### config.mk
export PLATFORM = sky130hd
export DESIGN_NAME = uart_rx_frame_ctrl
export DESIGN_NICKNAME = d
export VERILOG_FILES = /design/src/rtl/uart_frame_pkg.sv /design/src/rtl/uart_rx_frame_buf.sv /design/src/rtl/uart_rx_frame_ctrl.sv
export SDC_FILE = /design/constraint.sdc
export NUM_CORES = 1
export LEC_CHECK = 0
export ABC_AREA = 1
export CAP_MARGIN = 30
export CORE_MARGIN = 5
export CORE_UTILIZATION = 63
export CTS_BUF_LIST = sky130_fd_sc_hd__clkbuf_4 sky130_fd_sc_hd__clkbuf_8
export CTS_CLUSTER_DIAMETER = 200
export DETAILED_ROUTE_END_ITERATION = 6
export MAX_ROUTING_LAYER = met4
export PLACE_DENSITY = 0.84
export SLEW_MARGIN = 20
export SYNTH_ARGS = -nofsm -noshare
export SYNTH_HDL_FRONTEND = slang
export SYNTH_HIERARCHICAL = 1
export SYNTH_SLANG_ARGS = --single-unit
export TNS_END_PERCENT = 1
### constraint.sdc
create_clock -name clk -period 2.45 [get_ports clk]
set_input_delay 0.49 -clock clk [delete_from_list [all_inputs] [get_ports clk]]
set_output_delay 0.49 -clock clk [all_outputs]
set_load 0.01 [all_outputs]
### src/rtl/uart_frame_pkg.sv
// Shared types and width helpers for the UART receive framing controller.
// Frame on the wire: SYNC, LEN, LEN payload bytes, CK = (LEN + sum of payload) mod 256.
package uart_frame_pkg;

  typedef enum logic [2:0] {
    ST_IDLE    = 3'd0,
    ST_LEN     = 3'd1,
    ST_PAYLOAD = 3'd2,
    ST_CKSUM   = 3'd3,
    ST_HOLD    = 3'd4
  } frame_state_e;

  localparam logic [7:0]  DEF_SYNC_BYTE      = 8'hA5;
  localparam int unsigned DEF_MAX_LEN        = 32'd16;
  localparam int unsigned DEF_TIMEOUT_CYCLES = 32'd50000;

  function automatic int unsigned idx_width(input int unsigned max_len);
    return (max_len > 32'd1) ? $clog2(max_len) : 32'd1;
  endfunction

  // Length must also represent MAX_LEN itself, hence one extra bit.
  function automatic int unsigned len_width(input int unsigned max_len);
    return idx_width(max_len) + 32'd1;
  endfunction

  function automatic int unsigned tmo_width(input int unsigned cycles);
    return (cycles > 32'd2) ? $clog2(cycles) : 32'd1;
  endfunction

endpackage

### src/rtl/uart_rx_frame_buf.sv
// Payload buffer: MAX_LEN x 8 register file, synchronous write, asynchronous read.
// Contents are intentionally not reset.
module uart_rx_frame_buf
  import uart_frame_pkg::*;
#(
  parameter int unsigned MAX_LEN = DEF_MAX_LEN,
  parameter int unsigned IDX_W   = idx_width(MAX_LEN)
) (
  input  logic             clk,
  input  logic             we,
  input  logic [IDX_W-1:0] waddr,
  input  logic [7:0]       wdata,
  input  logic [IDX_W-1:0] raddr,
  output logic [7:0]       rdata
);

  logic [7:0] mem_r [MAX_LEN];

  // payload write port
  always_ff @(posedge clk) begin
    if (we) begin
      mem_r[waddr] <= wdata;
    end else begin
      mem_r[waddr] <= mem_r[waddr];
    end
  end

  assign rdata = mem_r[raddr];

endmodule

### src/rtl/uart_rx_frame_ctrl.sv
// UART receive framing controller: sync hunt, length-prefixed payload capture,
// checksum check, valid/ready frame hand-off. Optional counters: UART_RX_FRAME_STATS_EN.
module uart_rx_frame_ctrl
  import uart_frame_pkg::*;
#(
  parameter logic [7:0]  SYNC_BYTE      = DEF_SYNC_BYTE,
  parameter int unsigned MAX_LEN        = DEF_MAX_LEN,
  parameter int unsigned TIMEOUT_CYCLES = DEF_TIMEOUT_CYCLES
) (
  input  logic                          clk,
  input  logic                          reset,
  input  logic [7:0]                    rxdata,
  input  logic                          rxdone,
  input  logic                          rxbusy,
  output logic                          frame_valid,
  input  logic                          frame_ready,
  output logic [len_width(MAX_LEN)-1:0] frame_len,
  input  logic [idx_width(MAX_LEN)-1:0] rd_addr,
  output logic [7:0]                    rd_data,
  output logic                          ctrl_busy,
  output logic                          err_cksum,
  output logic                          err_len,
  output logic                          err_timeout,
  output logic                          err_overrun
`ifdef UART_RX_FRAME_STATS_EN
  ,
  output logic [15:0]                   frame_cnt,
  output logic [15:0]                   err_cnt
`endif
);

  localparam int unsigned IDX_W = idx_width(MAX_LEN);
  localparam int unsigned LEN_W = len_width(MAX_LEN);
  localparam int unsigned TMO_W = tmo_width(TIMEOUT_CYCLES);
  localparam logic [8:0]       MAX_LEN_9 = 9'(MAX_LEN);
  localparam logic [LEN_W-1:0] LEN_ZERO  = LEN_W'(0);
  localparam logic [LEN_W-1:0] LEN_ONE   = LEN_W'(1);
  localparam logic [TMO_W-1:0] TMO_ZERO  = TMO_W'(0);
  localparam logic [TMO_W-1:0] TMO_ONE   = TMO_W'(1);
  // The pulse is registered, so firing when the count sits one short lands it on TIMEOUT_CYCLES-1.
  localparam logic [TMO_W-1:0] TMO_LAST  = TMO_W'(TIMEOUT_CYCLES - 32'd2);

  frame_state_e     state_r, state_nxt_s;
  logic [LEN_W-1:0] len_r, len_nxt_s;
  logic [LEN_W-1:0] idx_r, idx_nxt_s;
  logic [7:0]       sum_r, sum_nxt_s;
  logic [TMO_W-1:0] tmo_r, tmo_nxt_s;
  logic             valid_r, valid_nxt_s;
  logic [LEN_W-1:0] flen_r, flen_nxt_s;
  logic             busy_r;
  logic             e_ck_r, e_len_r, e_tmo_r, e_ovr_r;
  logic             e_ck_s, e_len_s, e_tmo_s, e_ovr_s;
  logic             we_s;
  logic             is_sync_s;

  assign is_sync_s = rxdone && (rxdata == SYNC_BYTE);

  uart_rx_frame_buf #(
    .MAX_LEN (MAX_LEN),
    .IDX_W   (IDX_W)
  ) u_buf (
    .clk   (clk),
    .we    (we_s),
    .waddr (idx_r[IDX_W-1:0]),
    .wdata (rxdata),
    .raddr (rd_addr),
    .rdata (rd_data)
  );

  // state, datapath and registered outputs
  always_ff @(posedge clk or negedge reset) begin
    if (!reset) begin
      state_r <= ST_IDLE;
      len_r   <= LEN_ZERO;
      idx_r   <= LEN_ZERO;
      sum_r   <= 8'h00;
      tmo_r   <= TMO_ZERO;
      valid_r <= 1'b0;
      flen_r  <= LEN_ZERO;
      busy_r  <= 1'b0;
      e_ck_r  <= 1'b0;
      e_len_r <= 1'b0;
      e_tmo_r <= 1'b0;
      e_ovr_r <= 1'b0;
    end else begin
      state_r <= state_nxt_s;
      len_r   <= len_nxt_s;
      idx_r   <= idx_nxt_s;
      sum_r   <= sum_nxt_s;
      tmo_r   <= tmo_nxt_s;
      valid_r <= valid_nxt_s;
      flen_r  <= flen_nxt_s;
      busy_r  <= (state_nxt_s != ST_IDLE);
      e_ck_r  <= e_ck_s;
      e_len_r <= e_len_s;
      e_tmo_r <= e_tmo_s;
      e_ovr_r <= e_ovr_s;
    end
  end

  // next-state and datapath decode
  always_comb begin
    state_nxt_s = state_r;
    len_nxt_s   = len_r;
    idx_nxt_s   = idx_r;
    sum_nxt_s   = sum_r;
    tmo_nxt_s   = TMO_ZERO;
    valid_nxt_s = valid_r;
    flen_nxt_s  = flen_r;
    we_s        = 1'b0;
    e_ck_s      = 1'b0;
    e_len_s     = 1'b0;
    e_tmo_s     = 1'b0;
    e_ovr_s     = 1'b0;

    case (state_r)
      ST_IDLE: begin
        if (is_sync_s) begin
          state_nxt_s = ST_LEN;
        end else begin
          state_nxt_s = ST_IDLE;
        end
      end
      ST_LEN: begin
        if (rxdone) begin
          len_nxt_s = LEN_W'(rxdata);
          sum_nxt_s = rxdata;
          idx_nxt_s = LEN_ZERO;
          if ({1'b0, rxdata} > MAX_LEN_9) begin
            e_len_s     = 1'b1;
            state_nxt_s = ST_IDLE;
          end else if (rxdata == 8'h00) begin
            state_nxt_s = ST_CKSUM;
          end else begin
            state_nxt_s = ST_PAYLOAD;
          end
        end else begin
          state_nxt_s = ST_LEN;
        end
      end
      ST_PAYLOAD: begin
        if (rxdone) begin
          we_s      = 1'b1;
          sum_nxt_s = sum_r + rxdata;
          idx_nxt_s = idx_r + LEN_ONE;
          if ((idx_r + LEN_ONE) == len_r) begin
            state_nxt_s = ST_CKSUM;
          end else begin
            state_nxt_s = ST_PAYLOAD;
          end
        end else begin
          state_nxt_s = ST_PAYLOAD;
        end
      end
      ST_CKSUM: begin
        if (rxdone && (rxdata == sum_r)) begin
          state_nxt_s = ST_HOLD;
          valid_nxt_s = 1'b1;
          flen_nxt_s  = len_r;
        end else if (rxdone) begin
          e_ck_s      = 1'b1;
          state_nxt_s = ST_IDLE;
        end else begin
          state_nxt_s = ST_CKSUM;
        end
      end
      ST_HOLD: begin
        // A byte arriving with the release is treated as the first IDLE byte.
        if (frame_ready) begin
          valid_nxt_s = 1'b0;
          if (is_sync_s) begin
            state_nxt_s = ST_LEN;
          end else begin
            state_nxt_s = ST_IDLE;
          end
        end else if (rxdone) begin
          e_ovr_s = 1'b1;
        end else begin
          state_nxt_s = ST_HOLD;
        end
      end
      default: begin
        state_nxt_s = ST_IDLE;
        valid_nxt_s = 1'b0;
      end
    endcase

    // RXDONE always beats an expiring timeout.
    if ((state_r == ST_LEN) || (state_r == ST_PAYLOAD) || (state_r == ST_CKSUM)) begin
      if (rxdone) begin
        tmo_nxt_s = TMO_ZERO;
      end else if (rxbusy) begin
        tmo_nxt_s = tmo_r;
      end else if (tmo_r == TMO_LAST) begin
        e_tmo_s     = 1'b1;
        state_nxt_s = ST_IDLE;
      end else begin
        tmo_nxt_s = tmo_r + TMO_ONE;
      end
    end else begin
      tmo_nxt_s = TMO_ZERO;
    end
  end

  assign frame_valid = valid_r;
  assign frame_len   = flen_r;
  assign ctrl_busy   = busy_r;
  assign err_cksum   = e_ck_r;
  assign err_len     = e_len_r;
  assign err_timeout = e_tmo_r;
  assign err_overrun = e_ovr_r;

`ifdef UART_RX_FRAME_STATS_EN
  logic [15:0] frame_cnt_r, err_cnt_r;
  logic        valid_rise_s, err_any_s;

  assign valid_rise_s = valid_nxt_s && !valid_r;
  assign err_any_s    = e_ck_s || e_len_s || e_tmo_s || e_ovr_s;

  // saturating frame and error counters
  always_ff @(posedge clk or negedge reset) begin
    if (!reset) begin
      frame_cnt_r <= 16'h0000;
      err_cnt_r   <= 16'h0000;
    end else begin
      if (valid_rise_s && (frame_cnt_r != 16'hFFFF)) begin
        frame_cnt_r <= frame_cnt_r + 16'd1;
      end else begin
        frame_cnt_r <= frame_cnt_r;
      end
      if (err_any_s && (err_cnt_r != 16'hFFFF)) begin
        err_cnt_r <= err_cnt_r + 16'd1;
      end else begin
        err_cnt_r <= err_cnt_r;
      end
    end
  end

  assign frame_cnt = frame_cnt_r;
  assign err_cnt   = err_cnt_r;
`endif

endmodule

After elaboration in Yosys (flattened, before gate mapping) --
Memory sizes are Yosys's and may differ from the RTL's. Cells that the tools add are included. W data, S select, Z words.
Word-level totals: register bits after elaboration 48, RAM bits 128, input port bits 17, word-level logic and storage cells 92, memories kept 1
Cells by class: add/subtract/negate cells 3, magnitude comparators 1, equal/unequal tests 14, mux-type cells 45, bitwise operators 2, reduce and logical (&&, ||, !) cells 14
Memories:
- u_buf.mem_r | depth 16, width 8, read ports 1, clocked after memory_dff 0, write ports 1, RTL line uart_rx_frame_buf.sv:17 | logic [7:0] mem_r [MAX_LEN];
Operator list (number):
- $mux W16 | 4
- $mux W3 | 9
- $mux W8 | 3
- $mux W1 | 21
- $add A16 B1 Y16 const B | 1
- $eq A16 B16 Y1 const B | 1
- $pmux W8 S2 | 1
- $pmux W3 S5 | 1
- $mux W5 | 2
- $pmux W5 S2 | 1
- $add A8 B8 Y8 | 1
- $eq A8 B8 Y1 | 1
- $eq A8 B8 Y1 const B | 1
- $gt A8 B5 Y1 const B | 1
- $logic_not A8 Y1 | 1
- $ne A2 B2 Y1 const B | 4
- $eq A3 B2 Y1 const B | 2
- $reduce_and A2 Y1 | 3
- $reduce_and A3 Y1 | 2
- $add A5 B1 Y5 const B | 1
- $eq A5 B5 Y1 | 1
- $mux W2 | 2
- $eq A3 B1 Y1 const B | 1
- $eq A3 B3 Y1 const B | 1
- other kinds (11) | 13

Longest topological paths before layout --
depth after elaboration 10, depth in mapped cells 12, mapped depth without buffers 12

Modules after synthesis --
The synthesis kept the hierarchy.
By module, submodules not included:
- uart_rx_frame_buf | times used 1, cells an instance 543, area each 5606.6 µm², sequential area each 3843.7 µm²
- uart_rx_frame_ctrl | times used 1, cells an instance 407, area each 3042.9 µm², sequential area each 1201.2 µm²

Worst setup path after synthesis --
No wires, ideal clock.
kind register to register, from register state_r[2], to memory u_buf.mem_r[12][0], enable pin, arrival 1.353 ns, data required time 2.080 ns, path slack 0.726 ns, cell stages (with the launch flop) 6, path buffers 0, period minus slack after synthesis 1.724 ns, cell sequence dfrtp_1 -> inv_2 -> nand3_4 -> nor2_8 -> nand3_1 -> nor2_1
On the way: cells in the longest elaborated chain, start to end 5, elaborated cells on any way between the ends 7
RTL lines:
- start: declaration | RTL line uart_rx_frame_ctrl.sv:43 | frame_state_e state_r, state_nxt_s;
- start signal: assignment | RTL line uart_rx_frame_ctrl.sv:86 | state_r <= state_nxt_s;
- $eq A3 B2 Y1 * | RTL line uart_rx_frame_ctrl.sv:116 | case (state_r)
- $mux W1 * | RTL line uart_rx_frame_ctrl.sv:116
- net we_s | RTL line uart_rx_frame_ctrl.sv:53 | logic we_s;
- $mux W1, on equally long branches | RTL line uart_rx_frame_buf.sv:21, uart_rx_frame_buf.sv:24
- $mux W1 (not written as such) or $reduce_and A2 Y1 (tied branches)
- $or A1 B1 Y1 (no source line) *
- end: declaration | RTL line uart_rx_frame_buf.sv:17
Mark *: on every way through the listed nets, which the timed path passes. The rest lies on a longest branch.

Final worst setup path --
from input port rd_addr[2], to output port rd_data[4]
On the way: cells in the longest elaborated chain, start to end 1
RTL lines:
- start: declaration | RTL line uart_rx_frame_ctrl.sv:18 | input logic [idx_width(MAX_LEN)-1:0] rd_addr,
- $mem_v2 Z16 W8
- end: declaration | RTL line uart_rx_frame_ctrl.sv:19 | output logic [7:0] rd_data,
No other way between the ends.

==> flow_summary.toml <==
[outcome]
outcome = "finished, final reports clean"

[logic_synthesis]
synth_top_area_share_pct = 44.4
avgSynthCellArea_um2 = 9.10
yosys_warnings = 6
async_flop_share_pct = 27.3
synth_cell_types = 41
yosys_register_bits = 176
yosysTopAreaCell = "edfxtp_1"
syn_area_mm2 = 0.00865
synth_edf_count = 128
synth-seq-area-share_pct = 58.3
synth_cells = 950
synth_nets = 978
synthTopCellsByArea = "edfxtp_1, dfrtp_1, nand2_1"
synthFlopType = "edfxtp_1"

[run]
drv_cap = 0

[layout]
fin_util_pct = 73.3
area_growth_pct = 13.1
final_common_cell = "nand2_1"
final_cell_mix = "nand2_1, inv_1, nand3_1"
nets = 1050
drive_above_1_share_pct = 11.7
finalNonFillerCells = 1211
antenna_cells = 0

[clock_network]
cts.htree.levels = 4
cts_tree = "yes"
path_clk_slew_ns = 0.09
cts_buffers = 17
clk_latency_ns = 0.46
post-cts-setup-buffers = 0
cts_root_buf = "clkbuf_8"
clkSinkCount = 176
clk_path_buf_depth = 2

[drt]
drc = 0
drt-total-wl_um = 20300
drt_iter0_markers = 988
drtPass1Iterations = 5
via_count = 6741
ant_nets = 0
via_per_inst = 5.57
post_drt_wl_per_cell_um = 16.7

[sta]
finClkSkew_ns = 0.00902
fmax_ghz = 0.433
setup_viol = 0
max_slew_margin_pct = 61.7
whs_ns = 0.0181
hold_viol = 0
fin_crit_ns = 2.31
rsz0062_at_grt = "false"
tightestPinTransition_ns = 0.575
timing.final.ws_setup_ns = 0.142
slew_viol_final = 0
min_period_over_period_pct = 94.2

[pwr]
finalPower_uw = 5790
power.leakage_uw = 0.00439
pwr_density_cell_mw_per_mm2 = 592
ir_drop_uv = 353

[setup_path]
required_ns = 1.96
crit_fanout = 16
cp-end-kind = "primary output"
cp-start-kind = "primary input"
arrival_ns = 1.82
crit_type = "primary input to primary output"

[floorplanning]
fp-row-count = 42
die_y_um = 127
die_area_mm2 = 0.0162
initial_core_util_pct = 64.8
io_pins = 36
core_mm2 = 0.0133
die_x_um = 127

[hold_path]
hp-class = "primary input to async pin"

[placed_design]
dp.cells = 1179
gp_congestion = 1.00
hpwl_um = 13700
pre_cts_slack_ns = -0.255
numPortBuffers = 35

[global_routing]
gr-total-overflow = 0
antenna_found_initial = 0
grt_pass1_wl_um = 32400
first_global_vias = 6235
grtUsageTotal_pct = 26.9
grt_start_max_net_pins = 50
==> cells by family after synthesis <==
logic type	synth area share [%]
fa+ha+maj	1.68
simple gates	25.8
xor+xnor	0.608
buf+inv	9.56
flops	58.3
compound gates	4.04
==> repair_timing <==
action	4_1_cts	5_1_grt
gates resized for setup	11	0
setup endpoints to repair	8	0
hold buffers	0	0
==> cells in the mapped netlist (5+ instances only) <==
cell type / instances
a21oi_1: 14
nand4_1: 11
dfrtp_1: 48
inv_1: 153
o21ai_0: 13
nor2_2: 6
nand3_1: 130
o21ai_1: 6
inv_2: 7
nor2_1: 69
buf_6: 7
nand2_2: 5
a21oi_2: 7
edfxtp_1: 128
buf_2: 17
ha_1: 10
nand2_1: 277
==> path summary, 6_finish.rpt <==
path	slack (ns)	cells after the start	endpoint	start
worst min-delay path	0.02	1	sum_r[2]	reset
worst min register to register	0.49	2	frame_valid	frame_valid
worst max-delay path	0.14	6	rd_data[4]	rd_addr[2]
max in group asynchronous	1.82	2	tmo_r[2]	reset
min in group clk	0.49	2	frame_valid	frame_valid
worst max register to register	0.76	6	u_buf/mem_r[4][2]	state_r[2]
==> state kept, by name (all words and copies together) (netlist names) <==
signal and count:
u_buf/mem_r 128, tmo_r 16, sum_r 8, frame_len 5, idx_r 5, len_r 5
state_r 3, ctrl_busy 1, err_cksum 1, err_len 1, err_overrun 1, err_timeout 1
frame_valid 1
==> routing by layer <==
layer,up-vias,routed length [um],track usage (%)
met5,-,0,-
met4,0,456,8.83
met3,47,1860,5.34
met2,371,9780,41.7
met1,3126,8180,36.1
li1,3197,-,-
==> metrics by stage <==
stage	setup TNS, ns	instance area [um^2]
2_1_floorplan	0	8650
3_3_place_gp	-1.49	9400
3_5_place_dp	-1.77	9400
4_1_cts	0	9790
5_1_grt	0	9790
6_report	0	9790
==> power by group <==
part | switching, uW | internal [uW] | total (uW)
Sequential | 30.8 | 3230 | 3260
Combinational | 367 | 219 | 585
Clock | 1020 | 928 | 1950
==> critical path, cell delays in order <==
cell	delay [ns]
clkdlybuf4s50_1	0.47
buf_4	0.25
nand3_1	0.13
nand3_1	0.11
nand2_1	0.08
dlygate4sd2_1	0.29
==> cell type report <==
type,count,area [um^2]
well taps,176,220
clock buffers,19,249
fillers,974,3560
repair buffers,83,747
inverters,161,609
flip-flops and latches,176,5040
clock inverters,13,139
multi-input cells,583,2780
No activity file was read; power rests on OpenSTA's default activity.
